===== config.mk =====
export PLATFORM = sky130hd
export DESIGN_NAME = id_stage_reg
export DESIGN_NICKNAME = d
export VERILOG_FILES = /design/src/rtl/id_stage_reg.sv
export SDC_FILE = /design/constraint.sdc
export NUM_CORES = 1
export LEC_CHECK = 0
export CAP_MARGIN = 20
export CORE_MARGIN = 1.5
export CORE_UTILIZATION = 25
export DETAILED_ROUTE_END_ITERATION = 8
export GPL_ROUTABILITY_DRIVEN = 0
export PLACE_DENSITY = 0.56
export SETUP_SLACK_MARGIN = 0.05
export SYNTH_ARGS = -nofsm -noshare
export SYNTH_HDL_FRONTEND = slang
export SYNTH_SLANG_ARGS = --single-unit

===== constraint.sdc =====
create_clock -name clk -period 1.3 [get_ports clk]
set_input_delay 0.13 -clock clk [delete_from_list [all_inputs] [get_ports clk]]
set_output_delay 0.13 -clock clk [all_outputs]
set_load 0.03 [all_outputs]

===== src/rtl/id_stage_reg.sv =====
// IF/ID pipeline register: holds the fetched instruction and PC behind a
// valid/ready handshake and registers the primary opcode decode.
module id_stage_reg #(
  parameter int unsigned     XLEN     = 32,
  parameter logic [XLEN-1:0] RESET_PC = 32'h0000_0000
) (
  input  logic            clk,
  input  logic            rst_n,
  input  logic            in_valid,
  output logic            in_ready,
  input  logic [XLEN-1:0] in_instr,
  input  logic [XLEN-1:0] in_pc,
  input  logic            flush,
  output logic            out_valid,
  input  logic            out_ready,
  output logic [XLEN-1:0] pc_q,
  output logic [XLEN-1:0] instr_q,
  output logic [24:0]     imm,
  output logic [2:0]      immsrc,
  output logic            imm_used,
  output logic [4:0]      rd,
  output logic [4:0]      rs1,
  output logic [4:0]      rs2,
  output logic [2:0]      funct3,
  output logic            illegal
);

  localparam logic [2:0] IMM_I = 3'b000;
  localparam logic [2:0] IMM_S = 3'b001;
  localparam logic [2:0] IMM_U = 3'b010;
  localparam logic [2:0] IMM_B = 3'b101;
  localparam logic [2:0] IMM_J = 3'b110;

  // Returns {illegal, imm_used, immsrc} for a major opcode.
  function automatic logic [4:0] decode_op(input logic [6:0] op);
    logic [4:0] d;
    case (op)
      7'b0000011, 7'b0010011,
      7'b1100111, 7'b1110011: d = {1'b0, 1'b1, IMM_I};
      7'b0100011:             d = {1'b0, 1'b1, IMM_S};
      7'b1100011:             d = {1'b0, 1'b1, IMM_B};
      7'b0110111, 7'b0010111: d = {1'b0, 1'b1, IMM_U};
      7'b1101111:             d = {1'b0, 1'b1, IMM_J};
      7'b0110011, 7'b0001111: d = {1'b0, 1'b0, IMM_I};
      default:                d = {1'b1, 1'b0, IMM_I};
    endcase
    return d;
  endfunction

  logic            out_valid_r;
  logic [XLEN-1:0] pc_r;
  logic [XLEN-1:0] instr_r;
  logic [2:0]      immsrc_r;
  logic            imm_used_r;
  logic            illegal_r;
  logic            load_s;
  logic [4:0]      dec_s;

  assign in_ready = !out_valid_r || out_ready;
  assign load_s   = in_valid && in_ready && !flush;
  assign dec_s    = decode_op(in_instr[6:0]);

  // Pipeline state: flush beats load, load beats consume, otherwise hold.
  always_ff @(posedge clk or negedge rst_n) begin
    if (!rst_n) begin
      out_valid_r <= 1'b0;
      pc_r        <= RESET_PC;
      instr_r     <= {XLEN{1'b0}};
      immsrc_r    <= 3'b000;
      imm_used_r  <= 1'b0;
      illegal_r   <= 1'b0;
    end else if (flush) begin
      out_valid_r <= 1'b0;
    end else if (load_s) begin
      out_valid_r <= 1'b1;
      pc_r        <= in_pc;
      instr_r     <= in_instr;
      illegal_r   <= dec_s[4];
      imm_used_r  <= dec_s[3];
      immsrc_r    <= dec_s[2:0];
    end else if (out_ready) begin
      out_valid_r <= 1'b0;
    end else begin
      out_valid_r <= out_valid_r;
    end
  end

  assign out_valid = out_valid_r;
  assign pc_q      = pc_r;
  assign instr_q   = instr_r;
  assign immsrc    = immsrc_r;
  assign imm_used  = imm_used_r;
  assign illegal   = illegal_r;
  // Field slices of the held word; sign extension is left to the extender.
  assign imm       = instr_r[31:7];
  assign rd        = instr_r[11:7];
  assign rs1       = instr_r[19:15];
  assign rs2       = instr_r[24:20];
  assign funct3    = instr_r[14:12];

endmodule


==> run metrics, run 1 <==
crit end category register; VDD IR-drop max 0.647 mV; die span in y 115 um; worst-path cell chain nor2b_4 > nor2_4 > buf_12 > clkbuf_16 > mux2_2; n_diodes 0; DRC Markers 0; HP Class in -> async; ys flop type dfrtp_1; Yosys cell types 30; number of I/O pins 183; Worst Tran Pin Value 0.398 ns; number of global-route vias before repair 2321; crit path kind reg -> reg; reg2reg setup slack -0.10 ns; initial antenna violation count 0; Post-Synthesis Cells 223; MaxCap Viol Count 0; Total GRT Usage 0.119; Post-synth EDFFs 0; final setup fails 58; first-pass GRT wire length 12000 um; Mapped Area 0.00315 mm^2; DRT Wirelength 8670 um; Period Utilization, post-route 1.08; Initial DRT Pass Iterations 4; largest net degree at the start of global routing 71; Bufs on Longest Clock Path 2; sequential share of the synthesized area 0.556; Leak 0.00249 uW; vias 2303; Port Buf Inserts 182; die width 115 um; final hold viol count 0; power density cells 1540 mW/mm^2; Slew headroom 0.735; CP max stage delay 0.39 ns; Initial DRC Count 55; syn_area_per_cell 14.1 um^2; worst reg-to-reg path cell count 5; # rows 40; H-tree Lvls 3; TritonCTS clock tree built; clk_lat worst skew 0.34 ns; Worst R2R Start out_valid; global route overflow 0; Critical Path RT 1.52 ns; final non-filler cell total 561; flops & latches, synth 70; Slowest cell on crit path dfrtp_2; P&R area growth vs syn 75.5%; CP startpoint kind register; worst endpoint data arrival time 1.63 ns; post-DP HPWL 5510 um; Fmax achieved 0.712 GHz; total power 8530 uW; Async SR Flop Fraction 1.00; core area 0.0122 mm^2; CTS buffer count 9; clk sinks 70; wire per inst 15.4 um; commonest non-fill, non-tap cell in the layout dfrtp_1; Final WS setup -0.104 ns; YS warnings 0; Final Critical Period 1.40 ns; Initial Util 0.259; Clk pin slew, worst setup/hold paths 0.06 ns; Root Buffer clkbuf_16; clk_skew 0.00639 ns; vias per inst 4.11; syn_nets 292; status finished, violations left; worst reg2reg path endpoint pc_q[12]; fin nets 458; max-slew violation count 0; failing checks negative setup slack; Placed Cells incl. Taps 536; Post-DRT Antenna Nets 0; most frequent cells in the layout dfrtp_1 (69), clkdlybuf4s50_1 (67), mux2_4 (44); share of cells above drive strength 1 0.494; crit path max fanout 8; die area 0.0133 mm^2; unrepaired setup endpoints after global routing true
[per-layer routing]
metal	track usage	vias to the layer above	routed length, um
li1	-	1066	-
met1	0.139	1118	3670
met2	0.185	108	4080
met3	0.0485	11	773
met4	0.0667	0	145
met5	0	-	0
[synth_stat cells, drive strengths merged, types with 2 or more instances]
cell	n	area (um^2)
nor2	4	17.5
nand4b	3	26.3
nor2b	3	26.3
nand2b	3	26.3
mux2	64	721
nand2	3	11.3
buf	54	410
o21ai	2	10.0
dfrtp	70	1750
a2111oi	2	30.0
a22o	2	17.5
[power by group]
part	total [uW]	internal, uW	leakage (uW)	switching, uW
Combinational	3060	1320	0.00150	1740
Clock	2690	1770	0.000161	927
Sequential	2770	2530	0.000829	242
Total	8530	5620	0.00249	2910
[worst max-delay path by stage]
stage	startpoint	endpoint
floorplan	out_valid	instr_q[1]
global placement	in_valid	pc_q[9]
detailed placement	in_valid	instr_q[27]
CTS	out_valid	instr_q[31]
global route	out_valid	instr_q[17]
finish	out_valid	pc_q[12]
[timing repair]
action / CTS / global route
hold buffers: 1 / 0
cloned: 0 / 7
pin swaps: 0 / 3
hold endpoints to repair: 70 / 0
setup endpoints to repair: 181 / 121
buffers inserted: 0 / 2
gates resized for setup: 221 / 119
[critical path, delay by kind of cell, from the launching register on]
kind | cells | cell delay (ns)
buffers and inverters | 2 | 0.32
DFF | 1 | 0.39
muxes | 1 | 0.33
and+or+nand+nor | 2 | 0.24
[per-stage QoR]
stage	hold slack [ns]	util	setup WS (ns)	setup TNS (ns)	cell area, um^2
global placement	0.180	0.408	-0.307	-19.60	4960
CTS	0.366	0.436	-0.123	-5.87	5300
global route	0.391	0.455	-0.155	-7.74	5530
finish	0.348	0.455	-0.104	-4.79	5530
detailed placement	0.182	0.408	-0.331	-20.24	4960
floorplan	-0.166	-	-0.318	-13.59	3170
[registers in the layout, indices dropped and copies added, names as in the netlist]
signal     count
instr_q       32
pc_q          32
immsrc         3
illegal        1
imm_used       1
out_valid      1
[layout make-up]
| class | instances | area, um^2 |
|---|---|---|
| tap | 168 | 210 |
| clock inverter | 4 | 70.1 |
| multi-input combinational | 98 | 1190 |
| fill | 1140 | 6630 |
| timing repair buffer | 209 | 2050 |
| inverter | 1 | 3.75 |
| sequential | 70 | 1750 |
| clock buffer | 11 | 253 |
[cell families after synthesis]
family                 Yosys count  synth area share
XOR/XNOR                         1           0.00278
buffers and inverters           55             0.131
AO/OA/AOI/OAI                   10            0.0290
multiplexers                    64             0.229
flip-flops                      70             0.556
AND/OR/NAND/NOR                 23            0.0528
Note: power is estimated with default switching activity, not from simulation.
==> run 2, diff against run 1 <==
CAP_MARGIN = 10   (was 20)
==> results of run 2 <==
The final DEF is identical to that of run 1; final timing and power are the same.
==> run 3, diff against run 2 <==
DONT_BUFFER_PORTS = 1   (was default)
PLACE_DENSITY = 0.37   (was 0.56)
==> run metrics, run 3 (synthesis gave the netlist of run 1 again) <==
Net Sw Frac 0.362; Port Buf Inserts 0; post-place setup slack -0.132 ns; number of global-route vias before repair 2088; die width 115 um; fin nets 360; P&R area growth vs syn 39.2%; VDD IR-drop max 0.695 mV; Multi-input gate area 0.00105 mm^2; clk sinks 70; vias per inst 4.21; clk_lat worst skew 0.33 ns; Clk pin slew, worst setup/hold paths 0.05 ns; Total GRT Usage 0.101; die area 0.0133 mm^2; Post-DRT Antenna Nets 0; Period Utilization, post-route 1.08; H-tree Lvls 3; initial antenna violation count 0; die span in y 115 um; worst reg2reg path endpoint pc_q[28]; crit path kind reg -> reg; status finished, violations left; vias 1945; largest net degree at the start of global routing 71; Design Area, Final 0.00439 mm^2; n_diodes 0; power density cells 1630 mW/mm^2; unrepaired setup endpoints after global routing true; share of cells above drive strength 1 0.446; final hold viol count 71; Root Buffer clkbuf_16; commonest non-fill, non-tap cell in the layout dfrtp_1; most frequent cells in the layout dfrtp_1 (69), dlygate4sd3_1 (66), mux2_2 (53); DRT Wirelength 7190 um; Seq. cell area 0.00175 mm^2; reg2reg setup slack -0.1 ns; power share of the clock group 0.300; CP startpoint kind register; Critical Path RT 1.51 ns; total power 7140 uW; MaxCap Viol Count 0; Fmax achieved 0.714 GHz; Bufs on Longest Clock Path 2; first-pass GRT wire length 10000 um; worst reg-to-reg path cell count 5; final setup fails 67; HP Class in -> async; fillers 1158; crit path max fanout 11; Initial Util 0.259; Initial DRT Pass Iterations 4; clk_skew 0.00632 ns; Initial DRC Count 43; Placement Cell Area 0.00325 mm^2; number of I/O pins 183; sequential share of power 0.445; Leak 0.00186 uW; Worst Tran Pin Value 0.325 ns; max-slew violation count 0; failing checks negative hold slack, negative setup slack; P_int 4560 uW; DRC Markers 0; Slew headroom 0.783; worst endpoint data arrival time 1.61 ns; Final Critical Period 1.40 ns; core area 0.0122 mm^2; post-DP HPWL 4120 um; # rows 40; WHS -0.513 ns; Worst R2R Start out_valid; crit end category register; TritonCTS clock tree built; Final WS setup -0.0998 ns; sw power 2580 uW; Comb power frac 0.255; CTS buffer count 9; global route overflow 0; wire per inst 15.6 um
-- run 3: cell types whose count changed in the layout (fill, tap and decap cells not counted), sizes merged --
cell / change
clkdlybuf4s15: -63
clkdlybuf4s50: -67
dlygate4sd3: +65
bufinv: -2
clkbuf: -37
dlygate4sd2: -13
buf: +18
-- run 3: how the worst max path moves through the flow --
stage	from	end	slack [ns]	cells past startpoint
detailed placement	out_valid	pc_q[7]	-0.13	4
global placement	out_valid	pc_q[13]	-0.1	4
floorplan	out_valid	instr_q[1]	-0.32	5
CTS	out_valid	pc_q[7]	-0.13	4
finish	out_valid	pc_q[28]	-0.1	5
global route	out_valid	pc_q[20]	-0.14	5
-- run 3: layer usage --
| metal | routed length [um] | track usage | vias up | share of wire |
|---|---|---|---|---|
| li1 | - | - | 870 | - |
| met4 | 96 | 0.0477 | 0 | 0.013 |
| met1 | 2700 | 0.0965 | 963 | 0.38 |
| met2 | 3680 | 0.168 | 102 | 0.51 |
| met5 | 0 | 0 | - | 0 |
| met3 | 705 | 0.0654 | 10 | 0.098 |
-- run 3: area by class of cell --
type	instances	area share
Clock buffer	12	0.0562
Timing Repair Buffer	111	0.254
Clock inverter	2	0.00228
Tap cell	168	0.0479
Sequential cell	70	0.399
Inverter	1	0.00143
Multi-Input combinational cell	98	0.239
-- run 3: timing repair --
action | CTS | global route
cloned | 0 | 5
resized for setup | 9 | 15
pin swaps | 2 | 1
setup endpoints to repair | 66 | 70
hold buffers | 65 | 1
endpoints found under the hold margin | 137 | 71
buffers inserted | 1 | 3
-- run 3: critical path: stages (launching register included) --
cell and delay (ns):
dfrtp_2 0.39, nor2b_4 0.14, nor2_4 0.10, buf_8 0.15, buf_12 0.15, mux2_2 0.34
-- run 3: power groups by stage --
stage / Sequential [uW] / Combinational (uW) / Clock [uW]
finish: 3180 / 1820 / 2140
global route: 3220 / 1920 / 2340
CTS: 3180 / 1730 / 2250
detailed placement: 3210 / 1570 / 0
global placement: 3210 / 1540 / 0
floorplan: 3490 / 1260 / 0
-- run 3: metrics by stage --
stage	setup TNS, ns	util	hold WS, ns	cells
floorplan	-13.59	-	-0.166	223
global placement	-4.05	0.268	-0.164	373
detailed placement	-5.84	0.268	-0.164	373
CTS	-6.08	0.345	-0.535	453
global route	-7.72	0.361	-0.536	462
finish	-4.93	0.361	-0.513	462
